$ cat src/rtl/pin_entry_controller.sv
// -----------------------------------------------------------------------------
// pin_entry_controller
//
// This controller sits on the keypad side of the door lock. It collects PIN
// digits from the debounced keypad scanner and compares the completed entry
// with a stored code. It then drives the lock FSM:
//   - A correct entry gives a one-cycle toggle_lock pulse.
//   - A wrong entry gives a one-cycle fail_pulse.
//   - MAX_FAILS consecutive wrong entries block the keypad. During the block,
//     override stays high for BLOCK_CYCLES cycles and the lock FSM ignores
//     keypad toggles.
//
// Ports (all synchronous to the rising edge of clk5):
//   clk5         system clock
//   reset        synchronous, active-high; overrides every other input
//   key_valid    one-cycle pulse per debounced keypress
//   key_code     0-9 digit, 4'hE clear, 4'hF enter, 4'hA-4'hD ignored
//   toggle_lock  one-cycle pulse: correct PIN accepted
//   override     high while the keypad is blocked
//   fail_pulse   one-cycle pulse: wrong PIN entered
//   digit_count  digits held in the entry buffer (saturates at DIGITS)
//   fail_count   consecutive failures since last success or block expiry
// -----------------------------------------------------------------------------
module pin_entry_controller #(
    parameter int                  DIGITS         = 4,
    parameter logic [4*DIGITS-1:0] PIN            = 16'h1234,
    parameter int                  MAX_FAILS      = 3,
    parameter int                  BLOCK_CYCLES   = 50,
    parameter int                  TIMEOUT_CYCLES = 25
) (
    input  logic       clk5,
    input  logic       reset,
    input  logic       key_valid,
    input  logic [3:0] key_code,
    output logic       toggle_lock,
    output logic       override,
    output logic       fail_pulse,
    output logic [2:0] digit_count,
    output logic [2:0] fail_count
);

    localparam int BUF_W = 4 * DIGITS;
    localparam int TO_W  = $clog2(TIMEOUT_CYCLES + 1);
    localparam int BLK_W = $clog2(BLOCK_CYCLES + 1);

    localparam logic [2:0]       DIGITS_C  = 3'(DIGITS);
    localparam logic [2:0]       MAX_C     = 3'(MAX_FAILS);
    localparam logic [TO_W-1:0]  TO_LAST   = TO_W'(TIMEOUT_CYCLES - 1);
    localparam logic [BLK_W-1:0] BLK_LAST  = BLK_W'(BLOCK_CYCLES - 1);

    typedef enum logic [1:0] {
        IDLE    = 2'd0,
        ENTRY   = 2'd1,
        BLOCKED = 2'd2
    } state_t;

    state_t             state_q, state_d;
    logic [BUF_W-1:0]   buffer_q, buffer_d;
    logic               overflow_q, overflow_d;
    logic [TO_W-1:0]    idle_q, idle_d;
    logic [BLK_W-1:0]   block_q, block_d;
    logic [2:0]         digit_count_d, fail_count_d;
    logic               toggle_lock_d, fail_pulse_d, override_d;
    logic [2:0]         fail_next;

    logic is_digit, is_clear, is_enter;

    assign is_digit = key_valid && (key_code <= 4'd9);
    assign is_clear = key_valid && (key_code == 4'hE);
    assign is_enter = key_valid && (key_code == 4'hF);

    // Next-state and next-output logic. Every output comes from a flop, so
    // this block computes the value each register takes on the next edge.
    always_comb begin
        // NOTE: every signal gets a default first, so no path can leave one unassigned and infer a latch.
        state_d       = state_q;
        buffer_d      = buffer_q;
        overflow_d    = overflow_q;
        idle_d        = idle_q;
        block_d       = block_q;
        digit_count_d = digit_count;
        fail_count_d  = fail_count;
        override_d    = override;
        toggle_lock_d = 1'b0;
        fail_pulse_d  = 1'b0;
        fail_next     = fail_count + 3'd1;

        case (state_q)
            IDLE: begin
                idle_d     = '0;
                block_d    = '0;
                override_d = 1'b0;
                // Clear and enter have no entry to act on here, so they are dropped.
                if (is_digit) begin
                    buffer_d      = BUF_W'(key_code);
                    digit_count_d = 3'd1;
                    overflow_d    = 1'b0;
                    state_d       = ENTRY;
                end
            end

            ENTRY: begin
                // Any key, ignored codes included, counts as keypad activity.
                idle_d = key_valid ? '0 : idle_q + 1'b1;

                if (is_digit) begin
                    buffer_d = (buffer_q << 4) | BUF_W'(key_code);
                    // A digit past a full buffer cannot match the PIN. Remember
                    // it so that enter fails even though the buffer looks full.
                    if (digit_count == DIGITS_C) overflow_d    = 1'b1;
                    else                         digit_count_d = digit_count + 3'd1;
                end else if (is_clear) begin
                    buffer_d      = '0;
                    digit_count_d = '0;
                    overflow_d    = 1'b0;
                    state_d       = IDLE;
                end else if (is_enter) begin
                    buffer_d      = '0;
                    digit_count_d = '0;
                    overflow_d    = 1'b0;
                    if (digit_count == DIGITS_C && !overflow_q && buffer_q == PIN) begin
                        toggle_lock_d = 1'b1;
                        fail_count_d  = '0;
                        state_d       = IDLE;
                    end else begin
                        fail_pulse_d = 1'b1;
                        fail_count_d = fail_next;
                        if (fail_next == MAX_C) begin
                            // override goes high in the same cycle as the
                            // final fail_pulse, so the lock FSM never sees a
                            // gap between them.
                            override_d = 1'b1;
                            block_d    = '0;
                            state_d    = BLOCKED;
                        end else begin
                            state_d = IDLE;
                        end
                    end
                end else if (!key_valid && idle_q == TO_LAST) begin
                    // Abandoned partial entry: it is discarded without counting as a failure.
                    buffer_d      = '0;
                    digit_count_d = '0;
                    overflow_d    = 1'b0;
                    state_d       = IDLE;
                end
            end

            BLOCKED: begin
                // Keys are ignored and do not extend the block. The count
                // starts on the entry edge, so override is high for exactly
                // BLOCK_CYCLES cycles.
                if (block_q == BLK_LAST) begin
                    override_d   = 1'b0;
                    fail_count_d = '0;
                    block_d      = '0;
                    state_d      = IDLE;
                end else begin
                    block_d = block_q + 1'b1;
                end
            end

            default: state_d = IDLE;
        endcase
    end

    // State and output registers.
    always_ff @(posedge clk5) begin
        // NOTE: sequential state uses non-blocking assignments only, so every flop samples pre-edge values.
        if (reset) begin
            // NOTE: the entry buffer is reset along with the control state so that no stale digits survive a reset.
            state_q     <= IDLE;
            buffer_q    <= '0;
            overflow_q  <= 1'b0;
            idle_q      <= '0;
            block_q     <= '0;
            digit_count <= '0;
            fail_count  <= '0;
            toggle_lock <= 1'b0;
            fail_pulse  <= 1'b0;
            override    <= 1'b0;
        end else begin
            state_q     <= state_d;
            buffer_q    <= buffer_d;
            overflow_q  <= overflow_d;
            idle_q      <= idle_d;
            block_q     <= block_d;
            digit_count <= digit_count_d;
            fail_count  <= fail_count_d;
            toggle_lock <= toggle_lock_d;
            fail_pulse  <= fail_pulse_d;
            override    <= override_d;
        end
    end

endmodule

$ cat config.mk
export PLATFORM = sky130hd
export DESIGN_NAME = pin_entry_controller
export DESIGN_NICKNAME = d
export VERILOG_FILES = /design/src/rtl/pin_entry_controller.sv
export SDC_FILE = /design/constraint.sdc
export NUM_CORES = 1
export LEC_CHECK = 0
export CAP_MARGIN = 5
export CELL_PAD_IN_SITES_DETAIL_PLACEMENT = 0
export CELL_PAD_IN_SITES_GLOBAL_PLACEMENT = 1
export CORE_ASPECT_RATIO = 1.75
export CORE_MARGIN = 4
export CORE_UTILIZATION = 39
export DETAILED_ROUTE_END_ITERATION = 8
export PLACE_DENSITY_LB_ADDON = 0.1
export SLEW_MARGIN = 20
export SYNTH_ARGS = -nofsm -noshare
export SYNTH_HDL_FRONTEND = slang
export SYNTH_SLANG_ARGS = --single-unit
$ cat constraint.sdc
create_clock -name clk5 -period 1.5 [get_ports clk5]
set_input_delay 0.375 -clock clk5 [delete_from_list [all_inputs] [get_ports clk5]]
set_output_delay 0.375 -clock clk5 [all_outputs]
set_load 0.03 [all_outputs]
==> metrics <==
post-layout util 65.4%; Die Y 99.0 um; Max stage delay cell, worst path dfxtp_2; IR drop worst, VDD 0.779 mV; Register-to-Register Path Depth 8; CP required 1680 ps; largest net degree at the start of global routing 16; Ys Warns 0; r2r setup slk -110 ps; P_sw 0.000533 W; clk sink count 39; internal power 0.00186 W; wire per inst 15.3 um; Hold Fails Final Rpt 0; vias in the first global route 2,086; Final Max Tran Viols 0; remaining antenna violation count 0; CTS Buffer Depth 2; final setup fails 21; post-synth top area cell dfxtp_1; cts bufs inserted 5; post-synth cell types 48; RePlAce Congestion 0.817; Pre-Repair DR Iteration Count 4; CTS tree yes; crit path time final 1610 ps; setup TNS -1460 ps; maxcap violations 0; combinational power share 12.3%; share of cells above drive strength 1 51.7%; H-tree levels 2; final setup skew 4.81 ps; total die area 5940 um^2; Critical Path Start Type flop; dpl hpwl 3.69 mm; CP Capture Type flop; Area Growth Syn to Fin 58.7%; nets 306; post-route setup slack -106 ps; Core Region 4480 um^2; most numerous cell in the Yosys netlist dfxtp_1; Syn Inst Count 216; Seq/Total Area, Yosys 42.3%; worst-path cell chain inv_2 > ha_4 > nand4b_1 > o211ai_1 > o21ai_1 > o21bai_2 > buf_6 > a21oi_1; Synth area leaders dfxtp_1 (42%), nand2_1 (6.9%), ha_1 (5.4%), a21oi_1 (4.9%), o21ai_0 (3.5%); WL final 5.24 mm; PD cells 815 nW/um^2; EDFF count, synth 0; Starting Density 41.2%; FMAX 623 MHz; GRT Util Overall 19.2%; Yosys top cell area share 42.3%; IO buf count 15; unrepaired setup endpoints after global routing yes; Overall Power 0.00239 W; clock share of power 43.4%; hold depth 2; Avg Synthesized Cell Area 8.55 um^2; Tightest Pin Transition 348 ps; antenna violations before repair 0; root buffer cell clkbuf_8; Tightest Hold Check Type flop to flop; first-pass GRT wire length 8.86 mm; outcome finished with violations; Post-synth top cells dfxtp_1 (39), nand2_1 (34), a21oi_1 (18); # diodes 0; Switching Share 22.3%; share of async-settable or async-resettable flops after synthesis 0%; Leak Pwr 1.15 nW; Final period util 107%; worst hold slack 466 ps; global route total overflow 0; share of power burned in registers 44.3%; failing checks negative setup slack; CP Class flop to flop; Critical Path Fanout Max 7; Syn Nets 231; Slew HR 76.6%; # IOs 16; Cell Rows 32; remaining design rule violation count 0; FF+latch count, synth 39; Die Width 60.0 um; Worst Path Arrival 1790 ps; clock slew at reported path FFs 80 ps; Skew-Pair Late Insertion Delay 290 ps; number of vias per cell 5.43; worst stage delay on the critical path 330 ps; Iter 0 DRT Violations 66; mapped cell area 1850 um^2; top_reg_cell synth dfxtp_1; via count 1,863
## final cells by class
type	count	area, um^2
clock buffers	6	72.6
clock inverters	2	60.1
fillers	393	1550
inverters	8	30.0
multi-input cells	160	1270
flip-flops and latches	39	805
well taps	51	63.8
repair buffers	77	633
## sequential cells by signal (all words and copies together), names as in the netlist
signal and flops:
buffer_q 16, block_q 6, idle_q 5, digit_count 3, fail_count 3, state_q 2
fail_pulse 1, overflow_q 1, override 1, toggle_lock 1
## kinds of logic (layout without fill, tap and decap cells)
logic type	count (synthesis)	after routing	share of synthesized area [%]
AND/OR/NAND/NOR	89	89	25.5
XOR/XNOR	1	1	0.474
buffers and inverters	17	93	4.61
flip-flops	39	39	42.3
AO/OA/AOI/OAI	62	62	21.7
adder cells (fa/ha/maj)	8	8	5.42
## cells in the final DEF (no fill, tap or decap), drive strengths merged, types with 2 or more instances in the layout
master,n
and4,3
o32ai,2
dfxtp,39
o211ai,2
a21oi,19
inv,8
or4,2
a21o,3
and2,3
a211oi,2
a22o,3
nor4b,2
nand2,34
a22oi,5
nor4,3
dlygate4sd2,8
o22ai,2
nand2b,2
a31oi,3
nor3b,4
nand3,5
nand4b,2
nor3,2
bufinv,2
o21ai,16
clkbuf,7
buf,65
nor2,13
clkdlybuf4s15,2
o21bai,2
ha,8
nor2b,5
nand4,3
or2,2
## worst max-delay path: cells and delay by family, from the launching register on
family | cells | cell delay (ps)
buf+inv | 2 | 240
simple gates | 1 | 140
compound gates | 4 | 660
fa+ha+maj | 1 | 120
flops | 1 | 330
## power by group through the flow
stage,registers (W),logic [W],clock network [W]
6_report,0.00106,0.000293,0.00104
5_1_grt,0.00106,0.000314,0.00111
4_1_cts,0.00106,0.000284,0.00106
3_5_place_dp,0.00108,0.000232,0
3_3_place_gp,0.00108,0.000226,0
2_1_floorplan,0.00109,0.000104,0
## metrics by stage
step,setup WS [ps],std cells,area (um^2)
2_1_floorplan,-34.9,216,1910
3_3_place_gp,-532,326,2470
3_5_place_dp,-577,326,2470
4_1_cts,-108,342,2870
5_1_grt,-284,343,2930
6_report,-106,343,2930
## path summary, 6_finish.rpt
path / from / endpoint
worst max-delay path: idle_q[1]$_SDFFE_PP0P_ / buffer_q[7]$_SDFFE_PP0P_
worst min-delay path: buffer_q[14]$_SDFFE_PP0P_ / buffer_q[14]$_SDFFE_PP0P_
worst max register to register: idle_q[1]$_SDFFE_PP0P_ / buffer_q[7]$_SDFFE_PP0P_
worst min register to register: buffer_q[14]$_SDFFE_PP0P_ / buffer_q[14]$_SDFFE_PP0P_
## per-layer routing
metal	vias to the layer above	share of wire (%)	GRT usage [%]
met1	895	36	18.4
li1	924	-	-
met2	37	59	36.8
met5	-	0	0
met4	0	1.7	7.85
met3	7	3.4	4.19
## timing repair
item / CTS / global route
endpoints found under the setup margin: 41 / 33
gates resized for setup: 77 / 20
buffers inserted: 7 / 1
hold buffers: 0 / 0
pin swaps: 45 / 12
gates cloned: 1 / 0
(Power assumes the default switching activity.)
